### config.mk
export PLATFORM = sky130hd
export DESIGN_NAME = pc_sequencer
export DESIGN_NICKNAME = d
export VERILOG_FILES = /design/src/rtl/pc_sequencer_pkg.sv /design/src/rtl/pc_sequencer_npc_mux.sv /design/src/rtl/pc_sequencer.sv
export SDC_FILE = /design/constraint.sdc
export NUM_CORES = 1
export LEC_CHECK = 0
export ABC_AREA = 1
export BUFFER_PORTS_ARGS = -buffer_cell sky130_fd_sc_hd__buf_2
export CELL_PAD_IN_SITES_DETAIL_PLACEMENT = 0
export CELL_PAD_IN_SITES_GLOBAL_PLACEMENT = 1
export CORE_MARGIN = 4
export CORE_UTILIZATION = 37
export DETAILED_ROUTE_END_ITERATION = 16
export HOLD_SLACK_MARGIN = 0.02
export PLACE_DENSITY = 0.95
export RECOVER_POWER = 25
export SKIP_LAST_GASP = 1
export SYNTH_ARGS = -nofsm -noshare
export SYNTH_HDL_FRONTEND = slang
export SYNTH_SLANG_ARGS = --single-unit
export TNS_END_PERCENT = 30
### constraint.sdc
create_clock -name clk -period 5.3 [get_ports clk]
set_input_delay 0.265 -clock clk [delete_from_list [all_inputs] [get_ports clk]]
set_output_delay 0.265 -clock clk [all_outputs]
set_load 0.1 [all_outputs]
### src/rtl/pc_sequencer_pkg.sv
`default_nettype none
// ============================================================================
// Module      : pc_sequencer_pkg
// Description : Shared constants for the next-PC sequencer: debug FSM
//               state encoding, exception cause codes and vector defaults.
// Revision    : 1.0 - initial release
// ============================================================================
package pc_sequencer_pkg;

    // Debug run-control FSM encoding
    localparam logic [1:0] c_st_boot = 2'd0;
    localparam logic [1:0] c_st_run  = 2'd1;
    localparam logic [1:0] c_st_halt = 2'd2;
    localparam logic [1:0] c_st_step = 2'd3;

    // Exception cause codes
    localparam logic [4:0] c_cause_adel = 5'h04;
    localparam logic [4:0] c_cause_sys  = 5'h08;
    localparam logic [4:0] c_cause_bp   = 5'h09;
    localparam logic [4:0] c_cause_tr   = 5'h0d;

    // Boot and exception-handler entry addresses
    localparam logic [31:0] c_reset_vec = 32'h0040_0000;
    localparam logic [31:0] c_exc_vec   = 32'h0040_0004;

endpackage : pc_sequencer_pkg
`default_nettype wire

### src/rtl/pc_sequencer_npc_mux.sv
`default_nettype none
// ============================================================================
// Module      : npc_mux
// Description : Purely combinational next-PC target computation and
//               priority select (exception > eret > jr > j > branch > +4).
// Revision    : 1.0 - initial release
// ============================================================================
module npc_mux
    import pc_sequencer_pkg::*;
#(
    parameter logic [31:0] EXC_VEC = c_exc_vec
) (
    input  logic [31:0] i_pc_cur,
    input  logic        i_is_branch,
    input  logic        i_branch_taken,
    input  logic [15:0] i_branch_off,
    input  logic        i_is_j,
    input  logic [25:0] i_j_target,
    input  logic        i_is_jr,
    input  logic [31:0] i_rs_val,
    input  logic        i_exc_req,
    input  logic        i_is_eret,
    input  logic [31:0] i_epc,
    output logic [31:0] o_pc_plus4,
    output logic [31:0] o_pc_sel,
    output logic        o_exc_take,
    output logic        o_misaligned_jr,
    output logic        o_eret_win
);

    logic [31:0] w_pc_plus4;
    logic [31:0] w_br_target;
    logic [31:0] w_j_target;
    logic        w_misaligned_jr;
    logic        w_exc_take;

    // Candidate targets; all arithmetic wraps modulo 2^32
    always_comb begin
        w_pc_plus4      = i_pc_cur + 32'd4;
        w_br_target     = w_pc_plus4 + {{14{i_branch_off[15]}}, i_branch_off, 2'b00};
        w_j_target      = {w_pc_plus4[31:28], i_j_target, 2'b00};
        w_misaligned_jr = i_is_jr && (i_rs_val[1:0] != 2'b00);
        w_exc_take      = i_exc_req || w_misaligned_jr;
    end

    // Priority select; only the winning source is flagged for side effects
    always_comb begin
        o_pc_sel   = w_pc_plus4;
        o_eret_win = 1'b0;
        if (w_exc_take) begin
            o_pc_sel = EXC_VEC;
        end else if (i_is_eret) begin
            o_pc_sel   = i_epc;
            o_eret_win = 1'b1;
        end else if (i_is_jr) begin
            o_pc_sel = i_rs_val;
        end else if (i_is_j) begin
            o_pc_sel = w_j_target;
        end else if (i_is_branch && i_branch_taken) begin
            o_pc_sel = w_br_target;
        end
    end

    assign o_pc_plus4      = w_pc_plus4;
    assign o_exc_take      = w_exc_take;
    assign o_misaligned_jr = w_misaligned_jr;

endmodule : npc_mux
`default_nettype wire

### src/rtl/pc_sequencer.sv
`default_nettype none
// ============================================================================
// Module      : pc_sequencer
// Description : Next-PC controller. Drives the PC register load value and
//               enable, holds EPC/Cause/EXL and runs the run/halt/step
//               debug FSM. All state updates on the falling clock edge.
// Revision    : 1.0 - initial release
// ============================================================================
module pc_sequencer
    import pc_sequencer_pkg::*;
#(
    parameter logic [31:0] EXC_VEC = c_exc_vec
) (
    input  logic        clk,
    input  logic        rst,
    input  logic        stall,
    input  logic [31:0] pc_cur,
    input  logic        is_branch,
    input  logic        branch_taken,
    input  logic [15:0] branch_off,
    input  logic        is_j,
    input  logic [25:0] j_target,
    input  logic        is_jr,
    input  logic [31:0] rs_val,
    input  logic        exc_req,
    input  logic [4:0]  exc_cause,
    input  logic        is_eret,
    input  logic        halt_req,
    input  logic        step_req,
    output logic [31:0] pc_next,
    output logic        pc_ena,
    output logic [31:0] epc,
    output logic [4:0]  cause,
    output logic        exl,
    output logic        halted
);

    logic [1:0]  r_state;
    logic [1:0]  w_state_nxt;
    logic [31:0] r_epc;
    logic [4:0]  r_cause;
    logic        r_exl;

    logic [31:0] w_pc_plus4;
    logic [31:0] w_pc_sel;
    logic        w_exc_take;
    logic        w_misaligned_jr;
    logic        w_eret_win;
    logic        w_pc_ena;
    logic        w_halted;

    npc_mux #(
        .EXC_VEC (EXC_VEC)
    ) u_npc_mux (
        .i_pc_cur        (pc_cur),
        .i_is_branch     (is_branch),
        .i_branch_taken  (branch_taken),
        .i_branch_off    (branch_off),
        .i_is_j          (is_j),
        .i_j_target      (j_target),
        .i_is_jr         (is_jr),
        .i_rs_val        (rs_val),
        .i_exc_req       (exc_req),
        .i_is_eret       (is_eret),
        .i_epc           (r_epc),
        .o_pc_plus4      (w_pc_plus4),
        .o_pc_sel        (w_pc_sel),
        .o_exc_take      (w_exc_take),
        .o_misaligned_jr (w_misaligned_jr),
        .o_eret_win      (w_eret_win)
    );

    // FSM state register; a stalled cycle freezes the FSM
    always_ff @(negedge clk or posedge rst) begin
        if (rst) begin
            r_state <= c_st_boot;
        end else if (!stall) begin
            r_state <= w_state_nxt;
        end
    end

    // FSM next-state: step beats resume in HALT; STEP falls back on halt_req
    always_comb begin
        w_state_nxt = r_state;
        case (r_state)
            c_st_boot: w_state_nxt = halt_req ? c_st_halt : c_st_run;
            c_st_run:  w_state_nxt = halt_req ? c_st_halt : c_st_run;
            c_st_halt: begin
                if (step_req) begin
                    w_state_nxt = c_st_step;
                end else if (!halt_req) begin
                    w_state_nxt = c_st_run;
                end
            end
            c_st_step: w_state_nxt = halt_req ? c_st_halt : c_st_run;
            default:   w_state_nxt = c_st_boot;
        endcase
    end

    // FSM outputs: the PC only advances in RUN/STEP and never while stalled
    always_comb begin
        w_pc_ena = 1'b0;
        w_halted = 1'b0;
        case (r_state)
            c_st_run:  w_pc_ena = !stall;
            c_st_step: w_pc_ena = !stall;
            c_st_halt: w_halted = 1'b1;
            default:   w_pc_ena = 1'b0;
        endcase
    end

    // EPC/Cause/EXL: nested exceptions keep the first EPC and cause
    always_ff @(negedge clk or posedge rst) begin
        if (rst) begin
            r_epc   <= 32'h0;
            r_cause <= 5'h0;
            r_exl   <= 1'b0;
        end else if (w_pc_ena) begin
            if (w_exc_take) begin
                if (!r_exl) begin
                    r_epc   <= pc_cur;
                    r_cause <= (exc_req || !w_misaligned_jr) ? exc_cause : c_cause_adel;
                    r_exl   <= 1'b1;
                end
            end else if (w_eret_win) begin
                r_exl <= 1'b0;
            end
        end
    end

    // While reset is held the load value is just the sequential address
    assign pc_next = rst ? w_pc_plus4 : w_pc_sel;
    assign pc_ena  = w_pc_ena;
    assign epc     = r_epc;
    assign cause   = r_cause;
    assign exl     = r_exl;
    assign halted  = w_halted;

endmodule : pc_sequencer
`default_nettype wire
==> impl_metrics.json <==
{
  "worst_slack_ns": 0.741,
  "fill_cells": 1750,
  "multiInputGateArea_um2": 4270,
  "fp.dieH_um": 135,
  "wirelength_mm": 23.7,
  "synth-seq-cells": 40,
  "critPathBufInv": 1,
  "slew_headroom_pct": -32.1,
  "h-tree-depth": 2,
  "overflow": 0,
  "async_reset_ff_share_pct": 100,
  "start_util_pct": 38.4,
  "place_congestion": 0.967,
  "finalNetCount": 1395,
  "insertion_delay_ns": 0.30,
  "start_kind": "flop",
  "cts_hold_buf": 0,
  "crit_fanout": 3,
  "pwr_density_cell_nw_per_um2": 370,
  "maxCapViolCount": 1,
  "crit_top_cell": "nor2_1",
  "dieArea_um2": 18100,
  "dr.pass1.iters": 6,
  "cts_made_buffers": 5,
  "stdcell_area_um2": 7180,
  "critPathKind": "reg -> out",
  "drive_gt1_share_pct": 18.7,
  "synth_top_area_share_pct": 23.4,
  "layout_commonest_cell": "nand2_1",
  "mostFrequentLayoutCells": "nand2_1 (370), buf_2 (192), nor2_1 (133), inv_1 (126), o21ai_0 (70)",
  "clock-sinks": 40,
  "ir_drop_mv": 0.344,
  "synth-main-ff-cell": "dfrtn_1",
  "vias": 7493,
  "viasPerCell": 5.17,
  "swShare_pct": 64.8,
  "worstPathArrival_ns": 4.29,
  "postCtsSetupBuffers": 0,
  "p_leak_nw": 4.01,
  "portBuffers": 193,
  "rsz0062_at_grt": "false",
  "post_synth.cell_area_avg_um2": 5.58,
  "final_hold_viol_count": 0,
  "grt_pass1_wl_mm": 36.5,
  "cts_tree": "built",
  "grt_pass1_vias": 6843,
  "critPathTopFamily": "buffers and inverters",
  "wire_per_inst_um": 16.4,
  "clk_path_buf_depth": 2,
  "setup_violations": 0,
  "yosysSeqAreaShare_pct": 16.9,
  "cts.repair.resized": 0,
  "worst_slew_pin_slew_ns": 1.98,
  "rows": 45,
  "gr-usage-all-layers_pct": 25.4,
  "hp-class": "reg -> reg",
  "max_stage_delay_ns": 0.50,
  "antenna_found_initial": 1,
  "top_level_ports": 194,
  "status": "finished, violations left",
  "ys_types": 44,
  "seq_area_um2": 1000,
  "yosys-top-cells-area": "nand2_1 (23%), dfrtn_1 (17%), nor2_1 (8.4%)",
  "comb_power_share_pct": 68.3,
  "grt_max_degree": 58,
  "p_switching_w": 0.00172,
  "required_ns": 5.04,
  "coreArea_um2": 15400,
  "synth_cells": 1062,
  "synth_edf_count": 0,
  "clkPwrFrac_pct": 11.4,
  "placed_area_um2": 7030,
  "path_cells": "nor2_1 -> nor2_1 -> nand2_1 -> o21ai_0 -> buf_2",
  "p_seq_share_pct": 20.4,
  "p_int_w": 0.000935,
  "fin_tns_setup_ns": 0,
  "synth_nets": 1220,
  "violations": "capacitance limit, slew limit",
  "endpoint_kind": "output port",
  "clk_pin_slew_ns": 0.04,
  "syn_area_um2": 5920,
  "slowest_stage": "buf_2",
  "drc": 0,
  "area_delta_synth_final_pct": 21.2,
  "dr.first_iter.drc_count": 633,
  "dpl_worst_slack_ns": 0.884,
  "ys.warnings.count": 0,
  "ant_nets": 0,
  "dp_hpwl_mm": 19.8,
  "fin_worst_skew_ns": 0.00185,
  "die_x_um": 135,
  "cts_root_buffer": "clkbuf_16",
  "synth_top_cell_by_area": "nand2_1",
  "finalMaxSlewViolations": 58
}
[through the flow]
| step | util (%) | std cells | hold WS [ns] | power [W] |
|---|---|---|---|---|
| after floorplan | - | 1062 | 0.426 | 0.00198 |
| after detailed placement | 45.6 | 1441 | 0.432 | 0.00235 |
| after global routing | 46.5 | 1450 | 0.451 | 0.00279 |
| after CTS | 46.5 | 1449 | 0.433 | 0.00265 |
| after global placement | 45.6 | 1441 | 0.422 | 0.00234 |
| final | 46.5 | 1450 | 0.428 | 0.00266 |
[cell usage after synthesis, drive strengths merged, types with 2 or more instances]
master  number
clkbuf      22
o211ai      10
a221oi      11
ha          35
xor2        22
a21o         2
nor3        11
or2          4
nand2      376
a31oi        3
inv        129
clkinv       2
o22ai        6
nand4       15
nand3b       3
o21ai       79
nor3b        2
a221o        2
a21oi       58
xnor2        2
a211oi       3
dfrtn       40
nor2       141
o21bai       5
buf          7
nand3       66
[flip-flops by register name, summed over array words and instances (netlist names)]
register and count:
exl 1, cause 5, r_state 2, epc 32
[power groups by stage]
stage / Clock, W / Combinational (W) / Sequential (W)
global placement: 0 / 0.00180 / 0.000540
detailed placement: 0 / 0.00180 / 0.000540
CTS: 0.000306 / 0.00181 / 0.000538
global route: 0.000321 / 0.00191 / 0.000558
finish: 0.000302 / 0.00181 / 0.000542
floorplan: 0 / 0.000607 / 0.00137
[final timing paths]
path	startpoint	endpoint	slack [ns]	depth (start not counted)
min in group asynchronous	rst	exl$_DFFE_NP0P_	3.34	2
max reg2reg	r_state[0]$_DFFE_NP0P_	epc[22]$_DFFE_NP0P_	3.74	8
min reg2reg	cause[0]$_DFFE_NP0P_	cause[0]$_DFFE_NP0P_	0.43	2
max in group asynchronous	rst	epc[2]$_DFFE_NP0P_	0.81	2
max	epc[13]$_DFFE_NP0P_	pc_next[13]	0.74	5
min	cause[0]$_DFFE_NP0P_	cause[0]$_DFFE_NP0P_	0.43	2
[logic make-up after synthesis]
family	synth area share [%]
AO/OA/AOI/OAI	17.8
XOR/XNOR	3.55
adder cells (fa/ha/maj)	7.73
buffers and inverters	11.1
flip-flops	16.9
AND/OR/NAND/NOR	42.9
[final cells by class]
cell class	count	area share, %
multi-input combinational	861	59.5
timing repair buffer	198	14.0
sequential	40	13.9
inverter	131	6.85
tap	211	3.68
clock buffer	8	2.04
antenna	1	0.0349
[routing by layer]
layer  routed length (µm)  global-route usage (%)  part of all wire, %
met1                10800                    36.9                   45
met2                10500                    40.0                   44
met3                 1930                    3.28                  8.1
met4                  516                    6.33                  2.2
met5                    0                       0                    0
[worst min-delay path, cell delays in order, from the launching register on]
cell and delay (ns):
dfrtn_1 0.40, nand2_1 0.05, o21ai_0 0.06
Note: power is estimated with default switching activity, not from simulation.
